### src/rtl/vga_scan_gen_if.sv
// Framebuffer read port between the VGA scan generator and the synchronous
// framebuffer RAM. The RAM returns fb_data exactly one clock after it sees
// fb_rd_en together with fb_addr. There is no backpressure: a read that is
// issued always completes.
interface vga_scan_gen_if #(
    parameter int ADDR_W = 19,
    parameter int DATA_W = 8
);
    logic              fb_rd_en;
    logic [ADDR_W-1:0] fb_addr;
    logic [DATA_W-1:0] fb_data;

    // The scan generator issues reads.
    modport master (
        output fb_rd_en,
        output fb_addr,
        input  fb_data
    );

    // The framebuffer RAM answers them.
    modport slave (
        input  fb_rd_en,
        input  fb_addr,
        output fb_data
    );
endinterface

### src/rtl/vga_scan_gen.sv
// 640x480@60 Hz VGA timing and scan generator.
// S0: raster counters and decode. S1: framebuffer read request.
// S2: RAM data returns. S3: registered rgb/hsync/vsync to the DAC.
// Sync and pixel data travel through the same pipeline, so they always
// leave the block together, 3 clocks after the counters show a position.
module vga_scan_gen #(
    parameter int H_VISIBLE = 640,
    parameter int H_FRONT   = 16,
    parameter int H_SYNC    = 96,
    parameter int H_BACK    = 48,
    parameter int V_VISIBLE = 480,
    parameter int V_FRONT   = 10,
    parameter int V_SYNC    = 2,
    parameter int V_BACK    = 33,
    parameter int FB_ADDR_W = 19,
    parameter int DATA_W    = 8
) (
    input  logic                clk_25MHz,
    input  logic                rst,
    vga_scan_gen_if.master      fb,
    output logic [9:0]          vga_row,
    output logic [9:0]          vga_col,
    output logic                frame_start,
    output logic [DATA_W-1:0]   vga_rgb,
    output logic                vga_hs,
    output logic                vga_vs
);
    localparam int H_TOTAL = H_VISIBLE + H_FRONT + H_SYNC + H_BACK;
    localparam int V_TOTAL = V_VISIBLE + V_FRONT + V_SYNC + V_BACK;

    localparam logic [9:0] H_LAST     = 10'(H_TOTAL - 1);
    localparam logic [9:0] V_LAST     = 10'(V_TOTAL - 1);
    localparam logic [9:0] H_ACT_END  = 10'(H_VISIBLE);
    localparam logic [9:0] V_ACT_END  = 10'(V_VISIBLE);
    localparam logic [9:0] HS_START   = 10'(H_VISIBLE + H_FRONT);
    localparam logic [9:0] HS_END     = 10'(H_VISIBLE + H_FRONT + H_SYNC);
    localparam logic [9:0] VS_START   = 10'(V_VISIBLE + V_FRONT);
    localparam logic [9:0] VS_END     = 10'(V_VISIBLE + V_FRONT + V_SYNC);

    // S0 decode
    logic row_last;
    logic col_last;
    logic active_s0;
    logic hs_n_s0;
    logic vs_n_s0;

    // Pipeline side-band: active flag and active-low syncs per stage
    logic act_s1, hs_n_s1, vs_n_s1;
    logic act_s2, hs_n_s2, vs_n_s2;

    // Raster counters: row runs every clock, col steps when row wraps.
    always_ff @(posedge clk_25MHz) begin
        if (rst) begin
            vga_row <= '0;
            vga_col <= '0;
        end else if (row_last) begin
            vga_row <= '0;
            vga_col <= col_last ? 10'd0 : vga_col + 10'd1;
        end else begin
            vga_row <= vga_row + 10'd1;
        end
    end

    // Position decode of the current counter values.
    always_comb begin
        row_last    = (vga_row == H_LAST);
        col_last    = (vga_col == V_LAST);
        active_s0   = (vga_row < H_ACT_END) && (vga_col < V_ACT_END);
        hs_n_s0     = !((vga_row >= HS_START) && (vga_row < HS_END));
        vs_n_s0     = !((vga_col >= VS_START) && (vga_col < VS_END));
        frame_start = (vga_row == 10'd0) && (vga_col == 10'd0);
    end

    // S1: read request. Active pixels arrive in raster order starting at
    // (0,0), so the address is a running count restarted at frame start and
    // always equals col*H_VISIBLE + row.
    always_ff @(posedge clk_25MHz) begin
        if (rst) begin
            fb.fb_rd_en <= 1'b0;
            fb.fb_addr  <= '0;
            act_s1      <= 1'b0;
            hs_n_s1     <= 1'b1;
            vs_n_s1     <= 1'b1;
        end else begin
            fb.fb_rd_en <= active_s0;
            if (active_s0) begin
                fb.fb_addr <= frame_start ? '0 : fb.fb_addr + FB_ADDR_W'(1);
            end
            act_s1  <= active_s0;
            hs_n_s1 <= hs_n_s0;
            vs_n_s1 <= vs_n_s0;
        end
    end

    // S2: RAM is producing data; delay the side-band to match.
    always_ff @(posedge clk_25MHz) begin
        if (rst) begin
            act_s2  <= 1'b0;
            hs_n_s2 <= 1'b1;
            vs_n_s2 <= 1'b1;
        end else begin
            act_s2  <= act_s1;
            hs_n_s2 <= hs_n_s1;
            vs_n_s2 <= vs_n_s1;
        end
    end

    // S3: registered DAC outputs; blanked pixels are forced to zero.
    always_ff @(posedge clk_25MHz) begin
        if (rst) begin
            vga_rgb <= '0;
            vga_hs  <= 1'b1;
            vga_vs  <= 1'b1;
        end else begin
            vga_rgb <= act_s2 ? fb.fb_data : '0;
            vga_hs  <= hs_n_s2;
            vga_vs  <= vs_n_s2;
        end
    end
endmodule

### src/flat_wrapper.sv
// flat-port wrapper written by rule: the top's interface ports become plain ports
module vga_scan_gen_flat 
#(
    parameter int H_VISIBLE = 640,
    parameter int H_FRONT   = 16,
    parameter int H_SYNC    = 96,
    parameter int H_BACK    = 48,
    parameter int V_VISIBLE = 480,
    parameter int V_FRONT   = 10,
    parameter int V_SYNC    = 2,
    parameter int V_BACK    = 33,
    parameter int FB_ADDR_W = 19,
    parameter int DATA_W    = 8
)
  (clk_25MHz, rst, vga_row, vga_col, frame_start, vga_rgb, vga_hs, vga_vs, fb_fb_rd_en, fb_fb_addr, fb_fb_data);
  vga_scan_gen_if #(.ADDR_W((19)), .DATA_W(DATA_W)) fb_i ();
  input  logic clk_25MHz;
  input  logic rst;
  output logic [9:0] vga_row;
  output logic [9:0] vga_col;
  output logic frame_start;
  output logic [DATA_W-1:0] vga_rgb;
  output logic vga_hs;
  output logic vga_vs;
  output wire logic [$bits(fb_i.fb_rd_en)-1:0] fb_fb_rd_en;
  output wire logic [$bits(fb_i.fb_addr)-1:0] fb_fb_addr;
  input wire logic [$bits(fb_i.fb_data)-1:0] fb_fb_data;
  assign fb_fb_rd_en = fb_i.fb_rd_en;
  assign fb_fb_addr = fb_i.fb_addr;
  assign fb_i.fb_data = fb_fb_data;
  vga_scan_gen #(.H_VISIBLE(H_VISIBLE), .H_FRONT(H_FRONT), .H_SYNC(H_SYNC), .H_BACK(H_BACK), .V_VISIBLE(V_VISIBLE), .V_FRONT(V_FRONT), .V_SYNC(V_SYNC), .V_BACK(V_BACK), .FB_ADDR_W(FB_ADDR_W), .DATA_W(DATA_W)) u_core (.clk_25MHz(clk_25MHz), .rst(rst), .fb(fb_i), .vga_row(vga_row), .vga_col(vga_col), .frame_start(frame_start), .vga_rgb(vga_rgb), .vga_hs(vga_hs), .vga_vs(vga_vs));
endmodule
### config.mk
export PLATFORM = sky130hd
export DESIGN_NAME = vga_scan_gen_flat
export DESIGN_NICKNAME = d
export VERILOG_FILES = /design/src/rtl/vga_scan_gen_if.sv /design/src/rtl/vga_scan_gen.sv /design/src/flat_wrapper.sv
export SDC_FILE = /design/constraint.sdc
export NUM_CORES = 1
export LEC_CHECK = 0
export ABC_CLOCK_PERIOD_IN_PS = 2800
export CELL_PAD_IN_SITES_DETAIL_PLACEMENT = 0
export CELL_PAD_IN_SITES_GLOBAL_PLACEMENT = 1
export CORE_ASPECT_RATIO = 0.6
export CORE_UTILIZATION = 30
export DETAILED_ROUTE_END_ITERATION = 8
export PLACE_DENSITY_LB_ADDON = 0.1
export RECOVER_POWER = 50
export SYNTH_ARGS = -nofsm -noshare
export SYNTH_HDL_FRONTEND = slang
export SYNTH_SLANG_ARGS = --single-unit
### constraint.sdc
create_clock -name clk_25MHz -period 2.8 [get_ports clk_25MHz]
set_input_delay 0.56 -clock clk_25MHz [delete_from_list [all_inputs] [get_ports clk_25MHz]]
set_output_delay 0.56 -clock clk_25MHz [all_outputs]
set_load 0.05 [all_outputs]
==> summary.md, run 1 <==
## Floorplan
* number of top-level pins: 61
* horizontal extent of the die: 120 um
* starting density of the core: 31.3%
* die extent in y: 72.5 um
* Core Footprint: 7950 sq um
* row count: 25
* Die Outline Area: 8670 sq um

## Timing
* final total negative setup slack: 0 ns
* final count of negative-setup-slack endpoints: 0
* Max Freq: 0.377 GHz
* minimum period implied by the final worst setup slack: 2.66 ns
* Worst Max-Slew Pin Slew: 0.710 ns
* unrepaired setup endpoints after global routing: no
* final slew viol count: 0
* part of the cycle the worst path needs: 94.8%
* final setup skew: 0.00604 ns
* final-report hold violation count: 0
* tightest slew margin relative to the limit: 52.5%

## Clock network
* clock tree from TritonCTS: yes
* post_cts resized: 0
* root cell of the clock tree: sky130_fd_sc_hd__clkbuf_16
* clock slew at the register clock pins of the worst setup and hold paths: 0.07 ns
* maximum clock path buffer count: 2
* Hold Buf Count CTS: 0
* clock buffer count from CTS: 5
* post-CTS setup buffer count: 0
* number of H-tree branching levels: 2
* clock network latency to the later pin of the worst-skew pair: 0.30 ns
* sink count of the clock tree: 55

## Yosys
* Post-Syn Nets: 289
* cell type with the largest total area after synthesis: sky130_fd_sc_hd__dfxtp_1
* number of distinct library cells after synthesis: 41
* most frequently used flop master after synthesis: sky130_fd_sc_hd__dfxtp_1
* count leader, synth: sky130_fd_sc_hd__dfxtp_1
* async set-or-reset flop fraction in the synthesized netlist: 0%
* EDFF count, synth: 0
* Yosys warning count: 0
* Synth top area share: 44.3%
* register area share after synthesis: 44.3%
* top cells by area in the synthesized netlist: sky130_fd_sc_hd__dfxtp_1, sky130_fd_sc_hd__a21oi_1, sky130_fd_sc_hd__or4_1
* flip-flop and latch count after synthesis: 55
* cell types with the highest counts after synthesis: sky130_fd_sc_hd__dfxtp_1, sky130_fd_sc_hd__nor2_1, sky130_fd_sc_hd__a21oi_1
* mean cell area of the mapped netlist: 9.07 sq um
* number of instances in the synthesized netlist: 274
* cell area after synthesis: 2490 sq um

## Power
* power density over the cells: 505 nW/um^2
* net switching power of the design: 0.405 mW
* Comb power frac: 8.3%
* proportion of power drawn by the clock network: 43.8%
* Leak Pwr: 1.15 nW
* register share of total power: 47.9%
* maximum vdd ir drop: 233 uV
* fraction of power spent switching nets: 24.2%
* internal power: 1.27 mW

## Placed design
* final weighted congestion of routability-driven global placement: 0.725
* post-detail-place hpwl: 4.65 mm
* placed cell count: 431
* number of port buffers: 60

## Worst setup path
* launching element type of the critical path: flip-flop
* CP endpoint: frame_start
* Worst Setup End Kind: output pin
* Worst R2R End: u_core.fb.fb_addr[3]$_SDFFE_PP0P_
* worst flop-to-flop path startpoint: u_core.vga_row[5]$_SDFF_PP0_
* worst path arrival time: 2.10 ns
* critical setup path kind: flip-flop to output pin
* Worst EP required: 2.24 ns
* highest net fanout along the worst path: 8
* Worst R2R Path Depth: 5
* Reg2Reg Setup Slack: 0.42 ns
* launching element of the worst setup path: u_core.vga_row[5]$_SDFF_PP0_

## GRT
* total global-route track usage: 15.6%
* vias in the first global route: 1973
* initial antenna violation count: 0
* sum of overflow across all layers after global routing: 0
* first-pass GRT wire length: 10.5 mm
* largest net degree at the start of global routing: 20

## Run
* total of max-cap violations: 0

## Cells and area
* fraction of final layout cells sized beyond drive strength 1: 7.55%
* number of antenna cells inserted: 0
* number of fill cells in the layout: 810
* relative area change from synthesis to final layout: 33.7%
* count of nets after finishing: 345
* number of non-filler instances in the completed layout: 439

## Hold path
* path class of the lowest-slack min-delay path: flip-flop to flip-flop

## Drt
* initial DRC count: 135
* number of design rule violations left after detail routing: 0
* Antenna Violating Nets Remaining: 0
* final wirelength: 6.40 mm
* Avg Vias per Cell: 4.94
* total vias in the final route: 2169
* final routed wire length divided by cell count: 14.6 um
* count of TritonRoute iterations in the first routing pass: 4

## Outcome
* run status: finished clean

final cells by class:
class                      count  area, sq um  share of cell area [%]
sequential                    55         1100                    33.1
clock buffer                   5          125                    3.77
inverter                      10         37.5                    1.13
multi-input combinational    196         1260                    37.8
clock inverter                 3         47.5                    1.43
timing repair buffer          62          619                    18.6
tap                          108          135                    4.07
flip-flops by register name, indices dropped and copies added (netlist names):
| name | count |
|---|---|
| u_core.vs_n_s2 | 1 |
| u_core.vga_row | 10 |
| u_core.vga_col | 10 |
| u_core.hs_n_s2 | 1 |
| u_core.hs_n_s1 | 1 |
| u_core.fb.fb_rd_en | 1 |
| u_core.vga_hs | 1 |
| u_core.vs_n_s1 | 1 |
| u_core.fb.fb_addr | 19 |
| u_core.vga_rgb | 8 |
| u_core.act_s2 | 1 |
| u_core.vga_vs | 1 |
through the flow:
step           worst slack (ns)  total power [mW]  util, %  area [sq um]  hold WS, ns
2_1_floorplan            0.0782             0.910        -          2490        0.389
3_3_place_gp              0.508             0.967     39.8          3160        0.392
3_5_place_dp              0.504             0.967     39.8          3160        0.393
4_1_cts                   0.167              1.71     42.0          3330        0.412
5_1_grt                  0.0626              1.74     41.8          3320        0.422
6_report                  0.145              1.68     41.8          3320        0.409
how the worst min path moves through the flow:
stage / start / endpoint / slack, ns / cells past startpoint
2_1_floorplan: u_core.hs_n_s1$_SDFF_PP1_ / u_core.hs_n_s2$_SDFF_PP1_ / 0.39 / 1
3_3_place_gp: u_core.vs_n_s2$_SDFF_PP1_ / u_core.vga_vs$_SDFF_PP1_ / 0.39 / 1
3_5_place_dp: u_core.hs_n_s2$_SDFF_PP1_ / u_core.vga_hs$_SDFF_PP1_ / 0.39 / 1
4_1_cts: u_core.hs_n_s2$_SDFF_PP1_ / u_core.vga_hs$_SDFF_PP1_ / 0.41 / 1
5_1_grt: u_core.vs_n_s1$_SDFF_PP1_ / u_core.vs_n_s2$_SDFF_PP1_ / 0.42 / 1
6_report: u_core.hs_n_s2$_SDFF_PP1_ / u_core.vga_hs$_SDFF_PP1_ / 0.41 / 1
worst max-delay path: stages, from the launching register on:
cell and delay, ns:
sky130_fd_sc_hd__dfxtp_1 0.38, sky130_fd_sc_hd__or3_1 0.52, sky130_fd_sc_hd__or4_1 0.52, sky130_fd_sc_hd__nor3_2 0.21, sky130_fd_sc_hd__buf_12 0.17
metal layers:
| metal | wire [um] | track usage [%] |
|---|---|---|
| met1 | 3760 | 24.9 |
| met2 | 2240 | 19.5 |
| met3 | 317 | 4.09 |
| met4 | 74 | 4.58 |
| met5 | 0 | 0 |
cell usage in the layout (no fill, tap or decap), types with 4 or more instances in the layout:
cell                              synthesis  final
sky130_fd_sc_hd__nor2_1                  21     21
sky130_fd_sc_hd__nor4_1                   6      6
sky130_fd_sc_hd__dlygate4sd3_1            0     25
sky130_fd_sc_hd__nand2_1                 14     14
sky130_fd_sc_hd__xor2_1                   6      6
sky130_fd_sc_hd__ha_1                     5      5
sky130_fd_sc_hd__clkdlybuf4s50_1          0     34
sky130_fd_sc_hd__nand3_1                 12     12
sky130_fd_sc_hd__nor3_1                   6      5
sky130_fd_sc_hd__and2_1                  11      6
sky130_fd_sc_hd__or4_1                   12     13
sky130_fd_sc_hd__clkbuf_16                0      5
sky130_fd_sc_hd__and4_1                   4      4
sky130_fd_sc_hd__inv_1                   10     10
sky130_fd_sc_hd__and2_0                   0      5
sky130_fd_sc_hd__xnor2_1                  9      9
sky130_fd_sc_hd__o21ai_0                  7      7
sky130_fd_sc_hd__nor2b_1                  5      5
sky130_fd_sc_hd__or2_2                    5      5
sky130_fd_sc_hd__o31ai_1                 11     11
sky130_fd_sc_hd__or3_1                    7      7
sky130_fd_sc_hd__dfxtp_1                 55     55
sky130_fd_sc_hd__a21oi_1                 18     18
sky130_fd_sc_hd__nand4_1                 14     14
power by group through the flow:
stage | logic (mW) | registers (mW) | clock network [mW]
2_1_floorplan | 0.0527 | 0.857 | 0
3_3_place_gp | 0.144 | 0.822 | 0
3_5_place_dp | 0.145 | 0.823 | 0
4_1_cts | 0.145 | 0.804 | 0.763
5_1_grt | 0.148 | 0.806 | 0.785
6_report | 0.139 | 0.804 | 0.736
kinds of logic after synthesis:
family	count (synthesis)	synth area share [%]
buffers and inverters	23	5.18
AO/OA/AOI/OAI	46	12.2
AND/OR/NAND/NOR	129	30.1
flip-flops	55	44.3
adder cells (fa/ha/maj)	5	2.52
multiplexers	1	0.403
XOR/XNOR	15	5.28
Power figures use the tool's default switching activity.
==> inputs of run 2 (changes only) <==
Settings changed: ABC_AREA set to 1.
==> summary.md, run 2 <==
## Floorplan
* Die Outline Area: 9470 sq um
* Core Footprint: 8650 sq um
* starting density of the core: 31.4%
* horizontal extent of the die: 125 um
* number of top-level pins: 61
* die extent in y: 75.8 um
* row count: 26

## Cells and area
* flip-flop count of the largest register after layout: 19
* fraction of final layout cells sized beyond drive strength 1: 6.71%
* most frequent cells in the layout: sky130_fd_sc_hd__nand2_1, sky130_fd_sc_hd__nor2_1, sky130_fd_sc_hd__inv_1
* final instance area: 3560 sq um
* count of nets after finishing: 476
* relative area change from synthesis to final layout: 30.9%
* largest registers: u_core.fb.fb_addr (19), u_core.vga_col (10), u_core.vga_row (10)
* number of antenna cells inserted: 0
* register bank with the most flops: u_core.fb.fb_addr
* most common cell after layout, fill and taps aside: sky130_fd_sc_hd__nand2_1

## Worst setup path
* Worst EP required: 2.24 ns
* launching element of the worst setup path: u_core.vga_col[1]$_SDFFE_PP0N_
* worst path bufs/invs: 3
* slowest cell on the critical path: sky130_fd_sc_hd__dlymetal6s2s_1
* highest net fanout along the worst path: 6
* worst flop-to-flop path startpoint: u_core.vga_row[0]$_SDFF_PP0_
* critical setup path kind: flip-flop to output pin
* Worst Setup End Kind: output pin
* critical path's top delay family: buffers and inverters
* worst path arrival time: 1.82 ns
* launching element type of the critical path: flip-flop
* series of cell instances along the critical path: inv_1, ha_1, nand2_1, nor3b_1, nand3_1, inv_1, dlymetal6s2s_1
* largest stage delay on the critical path: 0.41 ns
* crit-path most repeated cell: sky130_fd_sc_hd__inv_1

## Clock network
* sink count of the clock tree: 55
* clock tree from TritonCTS: yes
* clock network latency to the later pin of the worst-skew pair: 0.30 ns
* clock buffer count from CTS: 5
* root cell of the clock tree: sky130_fd_sc_hd__clkbuf_16
* Hold Buf Count CTS: 0
* maximum clock path buffer count: 2
* number of H-tree branching levels: 2
* clock slew at the register clock pins of the worst setup and hold paths: 0.08 ns

## Timing
* final total negative setup slack: 0 ns
* tightest slew margin relative to the limit: 25.9%
* Worst Max-Slew Pin Slew: 1.11 ns
* final-report hold violation count: 0
* Final Worst Setup Slack: 0.424 ns
* Worst Hold Margin: 0.411 ns
* minimum period implied by the final worst setup slack: 2.38 ns
* unrepaired setup endpoints after global routing: no
* final slew viol count: 0
* part of the cycle the worst path needs: 84.9%
* final setup skew: 0.00556 ns
* Max Freq: 0.421 GHz
* final count of negative-setup-slack endpoints: 0

## Power
* power density over the cells: 447 nW/um^2
* maximum vdd ir drop: 243 uV
* Leak Pwr: 1.52 nW

## Yosys
* flip-flop and latch count after synthesis: 55
* cell area after synthesis: 2720 sq um
* Synth top area share: 40.5%
* Yosys warning count: 0
* async set-or-reset flop fraction in the synthesized netlist: 0%
* most frequently used flop master after synthesis: sky130_fd_sc_hd__dfxtp_1
* Post-Syn Nets: 408
* count leader, synth: sky130_fd_sc_hd__nand2_1
* register area share after synthesis: 40.5%
* cell types with the highest counts after synthesis: sky130_fd_sc_hd__nand2_1, sky130_fd_sc_hd__nor2_1, sky130_fd_sc_hd__inv_1
* EDFF count, synth: 0
* number of distinct library cells after synthesis: 33
* top cells by area in the synthesized netlist: sky130_fd_sc_hd__dfxtp_1, sky130_fd_sc_hd__nand2_1, sky130_fd_sc_hd__nor2_1
* number of instances in the synthesized netlist: 393
* mean cell area of the mapped netlist: 6.92 sq um
* cell type with the largest total area after synthesis: sky130_fd_sc_hd__dfxtp_1

## Hold path
* path class of the lowest-slack min-delay path: flip-flop to flip-flop
* beginning of the worst hold path: u_core.hs_n_s1$_SDFF_PP1_

## GRT
* sum of overflow across all layers after global routing: 0
* initial antenna violation count: 0
* largest net degree at the start of global routing: 29
* first-pass GRT wire length: 11.7 mm
* vias in the first global route: 2221
* total global-route track usage: 16.0%

## Placed design
* final weighted congestion of routability-driven global placement: 0.778
* post-detail-place hpwl: 5.55 mm
* number of port buffers: 60
* worst setup timing slack at the placement stage: 0.355 ns
* area post-placement: 3460 sq um

## Drt
* Antenna Violating Nets Remaining: 0
* count of TritonRoute iterations in the first routing pass: 8
* final wirelength: 7.32 mm
* total vias in the final route: 2558
* number of design rule violations left after detail routing: 15
* Avg Vias per Cell: 4.46
* initial DRC count: 172
* final routed wire length divided by cell count: 12.8 um

## Outcome
* violations in the final reports: design-rule violations
* run status: finished, violations left

## Run
* total of max-cap violations: 0

==> run 2: cells by family after synthesis <==
group	count (synthesis)	share of synthesized area [%]
AOI/OAI and AO/OA	21	4.46
xor gates and xnor gates	6	1.93
adders and majority gates	5	2.30
buffers and inverters	68	10.1
DFF	55	40.5
and+or+nand+nor	238	40.8
==> run 2: worst reg2reg max path, delay by kind of cell (launching register included) <==
family,cells,cell delay (ns)
flops,1,0.50
compound gates,1,0.13
fa+ha+maj,1,0.24
simple gates,6,1.36
==> run 2: area by class of cell <==
type,instances,area (sq um)
clock buffer,5,125
clock inverter,3,28.8
fill,915,5090
inverter,65,244
multi-input combinational,270,1290
sequential,55,1100
tap,112,140
timing repair buffer,64,629
==> run 2: path summary, 6_finish.rpt <==
path              slack, ns                              to  depth (start not counted)
setup reg to reg       0.46  u_core.vga_col[4]$_SDFFE_PP0N_                          8
hold / removal         0.41       u_core.hs_n_s2$_SDFF_PP1_                          1
setup / recovery       0.42                     frame_start                          7
hold reg to reg        0.41       u_core.hs_n_s2$_SDFF_PP1_                          1
==> run 2: repair_timing <==
| item | CTS | global route |
|---|---|---|
| gates resized for setup | 0 | 1 |
| setup endpoints to repair | 0 | 1 |
| buffers inserted | 0 | 0 |
==> run 2: per-stage QoR <==
stage          cells  utilization (%)  power, mW
2_1_floorplan    393                -      0.906
3_3_place_gp     566             40.0      0.962
3_5_place_dp     566             40.0      0.961
4_1_cts          574             41.8       1.63
5_1_grt          574             41.2       1.67
6_report         574             41.2       1.59
==> run 2: where the power goes <==
group          leakage (nW)  switching, mW  internal [mW]
Sequential            0.445         0.0118          0.792
Combinational         0.999         0.0876         0.0466
Clock                0.0759          0.314          0.342
Total                  1.52          0.414           1.18
==> run 2: per-layer routing <==
layer,track usage [%],vias to the layer above,part of all wire (%)
met5,0,-,0
li1,-,1361,-
met1,25.0,1117,57
met3,4.14,4,7.1
met4,3.25,0,0.55
met2,21.1,76,35
==> inputs of run 3 (changes only) <==
Settings changed: ABC_CLOCK_PERIOD_IN_PS 2800 to 1950.
Clock period 2.8 ns to 1.95 ns, I/O delays scaled along.
==> summary.md, run 3 (synthesized netlist as in run 2, its figures left out) <==
## Drt
* final wirelength: 7.15 mm
* Avg Vias per Cell: 4.42
* number of design rule violations left after detail routing: 16
* final routed wire length divided by cell count: 12.4 um
* count of TritonRoute iterations in the first routing pass: 8
* total vias in the final route: 2544
* initial DRC count: 162
* Antenna Violating Nets Remaining: 0

## Cells and area
* number of antenna cells inserted: 0
* final core utilization: 39.7%
* flip-flop count of the largest register after layout: 19
* most common cell after layout, fill and taps aside: sky130_fd_sc_hd__nand2_1
* count of nets after finishing: 478
* relative area change from synthesis to final layout: 26.1%
* final instance area: 3430 sq um
* largest registers: u_core.fb.fb_addr (19), u_core.vga_col (10), u_core.vga_row (10)
* fraction of final layout cells sized beyond drive strength 1: 11.9%
* number of non-filler instances in the completed layout: 575
* register bank with the most flops: u_core.fb.fb_addr
* most frequent cells in the layout: sky130_fd_sc_hd__nand2_1, sky130_fd_sc_hd__nor2_1, sky130_fd_sc_hd__inv_1

## Clock network
* clock network latency to the later pin of the worst-skew pair: 0.29 ns
* sink count of the clock tree: 55
* root cell of the clock tree: sky130_fd_sc_hd__clkbuf_16
* maximum clock path buffer count: 2
* number of H-tree branching levels: 2
* clock buffer count from CTS: 5
* clock tree from TritonCTS: yes
* clock slew at the register clock pins of the worst setup and hold paths: 0.07 ns

## Worst setup path
* series of cell instances along the critical path: clkdlybuf4s50_1
* Worst Setup End Kind: output pin
* highest net fanout along the worst path: 5
* Worst EP required: 1.56 ns
* launching element type of the critical path: flip-flop
* slowest cell on the critical path: sky130_fd_sc_hd__clkdlybuf4s50_1
* largest stage delay on the critical path: 0.83 ns
* worst path arrival time: 1.51 ns
* critical path's top delay family: buffers and inverters
* critical setup path kind: flip-flop to output pin
* worst path bufs/invs: 1

## GRT
* total global-route track usage: 15.8%
* largest net degree at the start of global routing: 22
* sum of overflow across all layers after global routing: 0
* vias in the first global route: 2207
* first-pass GRT wire length: 11.6 mm
* initial antenna violation count: 0

## Timing
* part of the cycle the worst path needs: 97.6%
* Worst Max-Slew Pin Slew: 0.632 ns
* Final Worst Setup Slack: 0.0478 ns
* tightest slew margin relative to the limit: 58.0%
* Max Freq: 0.526 GHz
* minimum period implied by the final worst setup slack: 1.90 ns
* final total negative setup slack: 0 ns
* final-report hold violation count: 0
* final count of negative-setup-slack endpoints: 0
* final setup skew: 0.00586 ns
* final slew viol count: 0
* Worst Hold Margin: 0.409 ns
* unrepaired setup endpoints after global routing: no

## Floorplan
* horizontal extent of the die: 125 um
* number of top-level pins: 61
* row count: 26
* Core Footprint: 8650 sq um
* starting density of the core: 31.4%
* Die Outline Area: 9470 sq um
* die extent in y: 75.8 um

## Outcome
* violations in the final reports: design-rule violations
* run status: finished, violations left

## Placed design
* final weighted congestion of routability-driven global placement: 0.793
* worst setup timing slack at the placement stage: 0.255 ns
* post-detail-place hpwl: 5.56 mm
* number of port buffers: 60
* placed cell count: 568
* area post-placement: 3390 sq um

## Power
* maximum vdd ir drop: 320 uV
* Leak Pwr: 1.49 nW
* overall power after layout: 2.26 mW
* power density over the cells: 658 nW/um^2

## Hold path
* path class of the lowest-slack min-delay path: flip-flop to flip-flop

## Run
* total of max-cap violations: 0

## run 3: path summary, 6_finish.rpt
path | start | end | slack [ns] | depth (start not counted)
hold reg to reg | u_core.vs_n_s1$_SDFF_PP1_ | u_core.vs_n_s2$_SDFF_PP1_ | 0.41 | 1
setup / recovery | u_core.fb.fb_addr[12]$_SDFFE_PP0P_ | fb_fb_addr[12] | 0.05 | 1
setup reg to reg | u_core.fb.fb_addr[1]$_SDFFE_PP0P_ | u_core.fb.fb_addr[16]$_SDFFE_PP0P_ | 0.31 | 7
hold / removal | u_core.vs_n_s1$_SDFF_PP1_ | u_core.vs_n_s2$_SDFF_PP1_ | 0.41 | 1
## run 3: final cells by class
type / count / area (sq um)
sequential: 55 / 1110
fill: 934 / 5220
tap: 112 / 140
clock inverter: 1 / 5.00
clock buffer: 6 / 139
multi-input combinational: 270 / 1360
timing repair buffer: 66 / 434
inverter: 65 / 244
## run 3: what timing repair did
item	4_1_cts	5_1_grt
endpoints found under the setup margin	1	2
resized for setup	4	9
buffers inserted	1	0
hold buffers	0	0
pin swaps	1	2
## run 3: routing by layer
layer	share of wire, %	vias to the layer above	wire length (um)	GRT usage (%)
li1	-	1367	-	-
met1	59	1115	4190	25.9
met2	34	58	2420	19.2
met3	6.9	4	494	4.14
met4	0.59	0	42	3.39
met5	0	-	0	0
## run 3: where the power goes
| group | total, mW | leakage [nW] | internal, mW | switching [mW] |
|---|---|---|---|---|
| Combinational | 0.210 | 0.969 | 0.0745 | 0.135 |
| Clock | 0.897 | 0.0727 | 0.503 | 0.394 |
| Sequential | 1.15 | 0.447 | 1.14 | 0.0140 |
| Total | 2.26 | 1.49 | 1.71 | 0.543 |
